===== config.mk =====
export PLATFORM = sky130hd
export DESIGN_NAME = janken_round_ctrl
export DESIGN_NICKNAME = d
export VERILOG_FILES = /design/src/rtl/janken_round_ctrl.sv
export SDC_FILE = /design/constraint.sdc
export NUM_CORES = 1
export LEC_CHECK = 0
export ABC_CLOCK_PERIOD_IN_PS = 3510
export BUFFER_PORTS_ARGS = -buffer_cell sky130_fd_sc_hd__buf_2
export CELL_PAD_IN_SITES_DETAIL_PLACEMENT = 1
export CELL_PAD_IN_SITES_GLOBAL_PLACEMENT = 2
export CORE_MARGIN = 1.5
export CORE_UTILIZATION = 35
export DETAILED_ROUTE_END_ITERATION = 10
export PLACE_DENSITY = 0.84
export SLEW_MARGIN = 20
export SYNTH_ARGS = -nofsm -noshare
export SYNTH_HDL_FRONTEND = slang
export SYNTH_SLANG_ARGS = --single-unit

===== constraint.sdc =====
create_clock -name clk -period 3.51 [get_ports clk]
set_input_delay 0.351 -clock clk [delete_from_list [all_inputs] [get_ports clk]]
set_output_delay 0.351 -clock clk [all_outputs]
set_load 0.005 [all_outputs]

===== src/rtl/janken_round_ctrl.sv =====
// Round sequencer for three-player janken: collects three hands, judges the round,
// holds the result for SHOW_CYCLES cycles and re-arms collection on a draw.
module janken_round_ctrl #(
    parameter int unsigned SHOW_CYCLES = 50_000_000,
    parameter int unsigned MAX_AIKO    = 7
) (
    input  logic       clk,
    input  logic       rst_,
    input  logic       start,
    input  logic       gtp_,
    input  logic [1:0] hand_in,
    output logic [5:0] g_data,
    output logic [1:0] cur_player,
    output logic       busy,
    output logic       result_valid,
    output logic [2:0] win_mask,
    output logic       draw,
    output logic       final_draw,
    output logic [2:0] aiko_cnt
);

    localparam int unsigned      CNT_W      = (SHOW_CYCLES > 1) ? $clog2(SHOW_CYCLES) : 1;
    localparam logic [CNT_W-1:0] SHOW_LOAD  = CNT_W'(SHOW_CYCLES - 1);
    localparam logic [2:0]       AIKO_LIMIT = 3'(MAX_AIKO);

    localparam logic [1:0] GU    = 2'b01;
    localparam logic [1:0] CHOKI = 2'b10;
    localparam logic [1:0] PA    = 2'b11;

    typedef enum logic [1:0] {
        IDLE,
        COLLECT,
        JUDGE,
        SHOW
    } state_t;

    state_t           state;
    logic             gtp_prev;
    logic [1:0]       idx;
    logic [CNT_W-1:0] show_cnt;

    logic press;
    logic capture;

    assign press   = gtp_prev & ~gtp_;
    assign capture = press && (hand_in != 2'b00);

    // Round judgement, evaluated from the packed hands while in JUDGE.
    logic [1:0] h0, h1, h2;
    logic       has_gu, has_choki, has_pa;
    logic [1:0] win_hand;
    logic       judged_draw;
    logic       judged_final;
    logic [2:0] judged_mask;
    logic [2:0] aiko_next;

    assign h0 = g_data[5:4];
    assign h1 = g_data[3:2];
    assign h2 = g_data[1:0];

    always_comb begin
        has_gu      = (h0 == GU)    || (h1 == GU)    || (h2 == GU);
        has_choki   = (h0 == CHOKI) || (h1 == CHOKI) || (h2 == CHOKI);
        has_pa      = (h0 == PA)    || (h1 == PA)    || (h2 == PA);
        judged_draw = 1'b1;
        win_hand    = 2'b00;
        case ({has_gu, has_choki, has_pa})
            3'b110: begin judged_draw = 1'b0; win_hand = GU;    end
            3'b011: begin judged_draw = 1'b0; win_hand = CHOKI; end
            3'b101: begin judged_draw = 1'b0; win_hand = PA;    end
            default: ;
        endcase
        judged_mask  = {h2 == win_hand, h1 == win_hand, h0 == win_hand} & {3{~judged_draw}};
        aiko_next    = (aiko_cnt < AIKO_LIMIT) ? aiko_cnt + 3'd1 : aiko_cnt;
        judged_final = judged_draw && (aiko_next == AIKO_LIMIT);
    end

    // NOTE: every register, including the SHOW counter, gets an explicit reset value so
    // the block leaves reset in a known IDLE state regardless of what was in flight.
    always_ff @(posedge clk) begin
        if (!rst_) begin
            state        <= IDLE;
            gtp_prev     <= 1'b1;
            idx          <= 2'd0;
            show_cnt     <= '0;
            g_data       <= 6'd0;
            cur_player   <= 2'd3;
            busy         <= 1'b0;
            result_valid <= 1'b0;
            win_mask     <= 3'd0;
            draw         <= 1'b0;
            final_draw   <= 1'b0;
            aiko_cnt     <= 3'd0;
        end else begin
            // NOTE: non-blocking assignments throughout, so every branch sees the
            // values held at the start of the cycle.
            gtp_prev <= gtp_;
            case (state)
                IDLE: begin
                    if (start) begin
                        g_data     <= 6'd0;
                        aiko_cnt   <= 3'd0;
                        win_mask   <= 3'd0;
                        draw       <= 1'b0;
                        final_draw <= 1'b0;
                        idx        <= 2'd0;
                        cur_player <= 2'd0;
                        busy       <= 1'b1;
                        state      <= COLLECT;
                    end
                end

                COLLECT: begin
                    if (capture) begin
                        g_data <= {g_data[3:0], hand_in};
                        if (idx == 2'd2) begin
                            idx        <= 2'd0;
                            cur_player <= 2'd3;
                            state      <= JUDGE;
                        end else begin
                            idx        <= idx + 2'd1;
                            cur_player <= idx + 2'd1;
                        end
                    end
                end

                JUDGE: begin
                    win_mask     <= judged_mask;
                    draw         <= judged_draw;
                    final_draw   <= judged_final;
                    if (judged_draw) begin
                        aiko_cnt <= aiko_next;
                    end
                    show_cnt     <= SHOW_LOAD;
                    result_valid <= 1'b1;
                    state        <= SHOW;
                end

                SHOW: begin
                    if (show_cnt == '0) begin
                        result_valid <= 1'b0;
                        if (draw && !final_draw) begin
                            // Aiko: replay the round, keeping the draw count.
                            idx        <= 2'd0;
                            cur_player <= 2'd0;
                            g_data     <= 6'd0;
                            win_mask   <= 3'd0;
                            draw       <= 1'b0;
                            final_draw <= 1'b0;
                            state      <= COLLECT;
                        end else begin
                            busy  <= 1'b0;
                            state <= IDLE;
                        end
                    end else begin
                        show_cnt <= show_cnt - CNT_W'(1);
                    end
                end

                default: state <= IDLE;
            endcase
        end
    end

endmodule

; ---- Yosys cells after proc, flatten, opt, wreduce, memory -nomap -nowiden
; Index checks and enable logic that the tools add are counted.
[word_totals]
wordCells = 115
reg_bits = 49
output_inout_bits = 18
[classes]
mux = 42
reduce_logical = 26
n_eq_ne = 28
n_lt_le_gt_ge = 1
n_bitwise = 3
addsub = 3
[op_table]
columns = cell, count
row1 = $pmux W26 S2, 1
row2 = $logic_not A26 Y1, 1
row3 = $mux W26, 1
row4 = $sub A26 B1 Y26 const B, 1
row5 = $mux W6, 4
row6 = $mux W2, 11
row7 = $eq A2 B2 Y1 const B, 9
row8 = $pmux W2 S3, 3
row9 = $pmux W6 S3, 1
row10 = $ne A2 B2 Y1 const B, 8
row11 = $mux W3, 5
row12 = $reduce_and A4 Y1, 3
row13 = $eq A3 B3 Y1 const B, 3
row14 = $mux W1, 9
row15 = $pmux W3 S3, 1
row16 = $eq A2 B1 Y1 const B, 4
row17 = $pmux W2 S4, 1
row18 = $reduce_bool A2 Y1, 4
row19 = $eq A2 B2 Y1, 3
row20 = $logic_or A1 B1 Y1, 6
row21 = $pmux W1 S3, 2
row22 = $pmux W3 S2, 1
row23 = $reduce_bool A3 Y1, 2
row24 = $reduce_and A5 Y1, 1
row25 = other kinds (14), 18

; ---- Longest topological paths before layout
[depth]
word_depth = 8
mapped_depth = 10
depth_no_buf = 7

; ---- Least setup slack after synthesis
; No wires, ideal clock.
[synth_path]
kind = flip-flop to flip-flop
startpoint = register show_cnt[0]
endpoint = register cur_player[0]
stages_incl_launch_ff = 11
setup_time_ns = 0.141
required_ns = 3.369
arrival_time_ns = 2.562
setup_slack_ns = 0.806
path_cell_list = dfxtp_1 inv_1 ha_1 or3b_2 clkbuf_1 or4_4 buf_6 o31a_1 clkbuf_1 o21ai_0 o211ai_1
[synth_between]
elab_chain_len = 3
[synth_rtl]
columns = element, line
row1 = start: declaration, 40  ; logic [CNT_W-1:0] show_cnt;
row2 = start signal: assignment, 156  ; show_cnt <= show_cnt - CNT_W'(1);
row3 = $logic_not A26 Y1, 140  ; if (show_cnt == '0) begin
row4 = $ne A2 B2 Y1 (no line), -
row5 = $reduce_and A5 Y1 (no line), -
row6 = end signal: assignment, 122  ; cur_player <= idx + 2'd1;
row7 = end: declaration, 13  ; output logic [1:0] cur_player,
; No other way between the ends.
; A chain may end at the register's enable or synchronous reset.

; ---- Worst setup path after layout
[layout_path]
startpoint = register show_cnt[0]
endpoint = register win_mask[1]
[layout_between]
elab_chain_len = 3
[layout_rtl]
columns = element, line
row1 = $logic_not A26 Y1, 140
row2 = $ne A2 B2 Y1 (no line), -
row3 = $reduce_and A4 Y1 (no line), -
row4 = end signal: assignment, 128  ; win_mask <= judged_mask;
row5 = end: declaration, 16  ; output logic [2:0] win_mask,
; No other way between the ends.

==> results.txt <==
outcome = finished, final reports clean
Setup crit end kind = flip-flop
global-route usage over all layers = 19.16%
cts repair resizes = 0
WHS = 246.8 ps
Clock Latency Late Sink = 310 ps
drt initial violations = 176
number of synthesis warnings = 0
height of the die = 95.61 microns
P_leak = 0.001238 uW
total number of vias = 2978
critical path type = reg -> reg
setup TNS = 0 ps
PnR worst setup slack = 541.4 ps
Clock Skew = 19.48 ps
EDFF count, synth = 0
vias in the first global route = 2763
Distinct cells, synth = 54
Clock Sinks = 49
Die Span X = 95.61 microns
Final period util = 84.57%
Max Cap Viol = 0
TritonCTS clock tree = yes
CP startpoint kind = flip-flop
Worst VDD drop = 0.0003288 V
largest net degree at the start of global routing = 42
Critical Path AT = 3200 ps
unrepaired setup endpoints after global routing = false
worst-margin pin slew = 823.8 ps
CTS Buf Count = 5
Starting Density = 36.35%
Syn Inst Count = 384
PortBufs = 23
P per Cell Area = 846.6 nW/um^2
Vias/cell = 6.004
WL/cell = 16.93 microns
pre-CTS WS = 617.1 ps
initial antenna violation count = 0
# nets final = 406
crit-path max FO = 13
Synth Flop Type = dfxtp_1
crit-path leading delay family = simple AND/OR/NAND/NOR gates
Hold Vio Cnt, Final = 0
sequential-to-total area share from yosys stat = 32.68%
Buf/Inv on CP = 1
first-pass GRT wire length = 13.95 mm
share of layout cells above drive strength 1 = 11.00%
min-delay worst type = in -> reg
Worst path slowest cell = or4_4
fillers = 1030
DRT Wirelength = 8.397 mm
RePlAce Congestion = 0.8327
I/O pins = 24
DP HPWL = 5.867 mm
# Post-CTS Setup Buffers = 0
area of placed instances = 3171 sq um
Placeable Area = 8258 sq um
Max-slew headroom = 45.02%
Syn Area/Cell = 7.817 sq um
delay of the slowest critical-path stage = 630 ps
syn nets = 400
Root Buffer = clkbuf_8
Post-synth ARST share = 0%
Die Footprint = 9140 sq um
Slew Viols, Final = 0
Row Count = 33
worst path required time = 3750 ps
crit-path cells = inv_1, ha_1, or3b_2, or4_4, o31a_1, or3_1, o22ai_1
Synth Register Bits = 49
total grt overflow = 0
Remaining DRCs = 0
TritonRoute pass-1 iters = 5
area delta synth->final = 9.337%
H-tree depth = 2
Post-Layout Inst Area = 3282 sq um
cts hold-fix bufs = 0
fmax = 336.9 MHz
deepest clock path buffer count = 2
post-route ant nets = 0
Worst-path clk slew = 100 ps
crit path time final = 2969 ps
synthesized cell area = 3002 sq um
Setup-failing EPs final = 0
ANT cells = 0
## routing by layer
metal,track usage (%),vias to the layer above,share of wire [%]
met5,0,-,0
met4,3.309,0,0.57
met3,2.871,4,3.5
met2,29.87,31,45
met1,27.97,1477,51
li1,-,1466,-
## through the flow
stage	std cells	util [%]	power, uW
6_report	496	39.74	2778
3_5_place_dp	488	38.39	2365
2_1_floorplan	384	-	1988
4_1_cts	496	39.74	2792
5_1_grt	496	39.74	3027
3_3_place_gp	488	38.39	2325
## cells in the final DEF, fill, tap and decap left out, drive strengths merged, types with 8 or more instances in the layout
master  netlist  final
dfxtp        49     49
nand2        30     30
o21ai        30     30
buf           4     29
nor2         24     24
o211ai       19     19
nand3        18     18
nor3         18     18
a21oi        17     17
inv          14     14
or3          11     11
a31oi        11     11
ha           10     10
nand2b        8      8
## power by group
| part | internal (uW) | switching, uW | leakage (uW) |
|---|---|---|---|
| clock network | 214 | 201 | 0.0000554 |
| registers | 700 | 157 | 0.000399 |
| logic | 528 | 979 | 0.000784 |
## state kept, by name, indices dropped and copies added (netlist names)
name / count
cur_player: 2
aiko_cnt: 3
idx: 2
show_cnt: 26
g_data: 6
result_valid: 1
gtp_prev: 1
state: 2
busy: 1
draw: 1
win_mask: 3
final_draw: 1
## worst reg2reg max path: stages (launching register included)
cell and delay, ps:
dfxtp_1 350, inv_1 80, ha_1 200, or3b_2 560
or4_4 630, o31a_1 500, or3_1 430, o22ai_1 150
## path summary, 6_finish.rpt
| path | from | endpoint | slack (ps) | depth (start not counted) |
|---|---|---|---|---|
| worst max register to register | show_cnt[0] | win_mask[1] | 540 | 7 |
| worst min register to register | show_cnt[0] | show_cnt[0] | 510 | 2 |
| worst max-delay path | show_cnt[0] | win_mask[1] | 540 | 7 |
| worst min-delay path | gtp_ | gtp_prev | 250 | 2 |
## final cells by class
class | count | area, sq um | share of cell area [%]
tap | 105 | 131.4 | 4.003
sequential | 49 | 980.9 | 29.89
clock inverter | 2 | 38.79 | 1.182
inverter | 15 | 56.30 | 1.716
multi-input combinational | 290 | 1842 | 56.12
timing repair buffer | 29 | 160.2 | 4.880
clock buffer | 6 | 72.57 | 2.211
## synthesized netlist by cell type (4+ instances only)
cell type / n / area share [%]
nor2_1: 24 / 3.0
a31oi_1: 11 / 2.3
or3_1: 11 / 2.3
inv_1: 14 / 1.8
a21oi_1: 17 / 2.8
o2111ai_1: 4 / 1.2
o21ai_0: 30 / 5.0
o31ai_1: 4 / 1.0
nor3_1: 18 / 3.0
nand4_1: 6 / 1.3
nand2b_1: 8 / 1.7
a41o_1: 4 / 1.3
nand3_1: 18 / 3.0
a211oi_1: 7 / 1.8
clkbuf_1: 26 / 3.3
o211ai_1: 19 / 4.8
dfxtp_1: 49 / 33
or4_1: 6 / 1.5
o311a_1: 4 / 1.3
xor2_1: 7 / 2.0
nand2_1: 30 / 3.8
ha_1: 10 / 4.2
nor4_1: 7 / 1.5
## cells by family (layout without fill, tap and decap cells)
group | count (synthesis) | in the layout | synth area share [%]
multiplexers | 3 | 3 | 1.042
buffers and inverters | 45 | 52 | 5.960
AND/OR/NAND/NOR | 146 | 146 | 25.51
adder cells (fa/ha/maj) | 10 | 10 | 4.168
flip-flops | 49 | 49 | 32.68
XOR/XNOR | 8 | 8 | 2.334
AO/OA/AOI/OAI | 123 | 123 | 28.30
No activity file was read; power rests on OpenSTA's default activity.
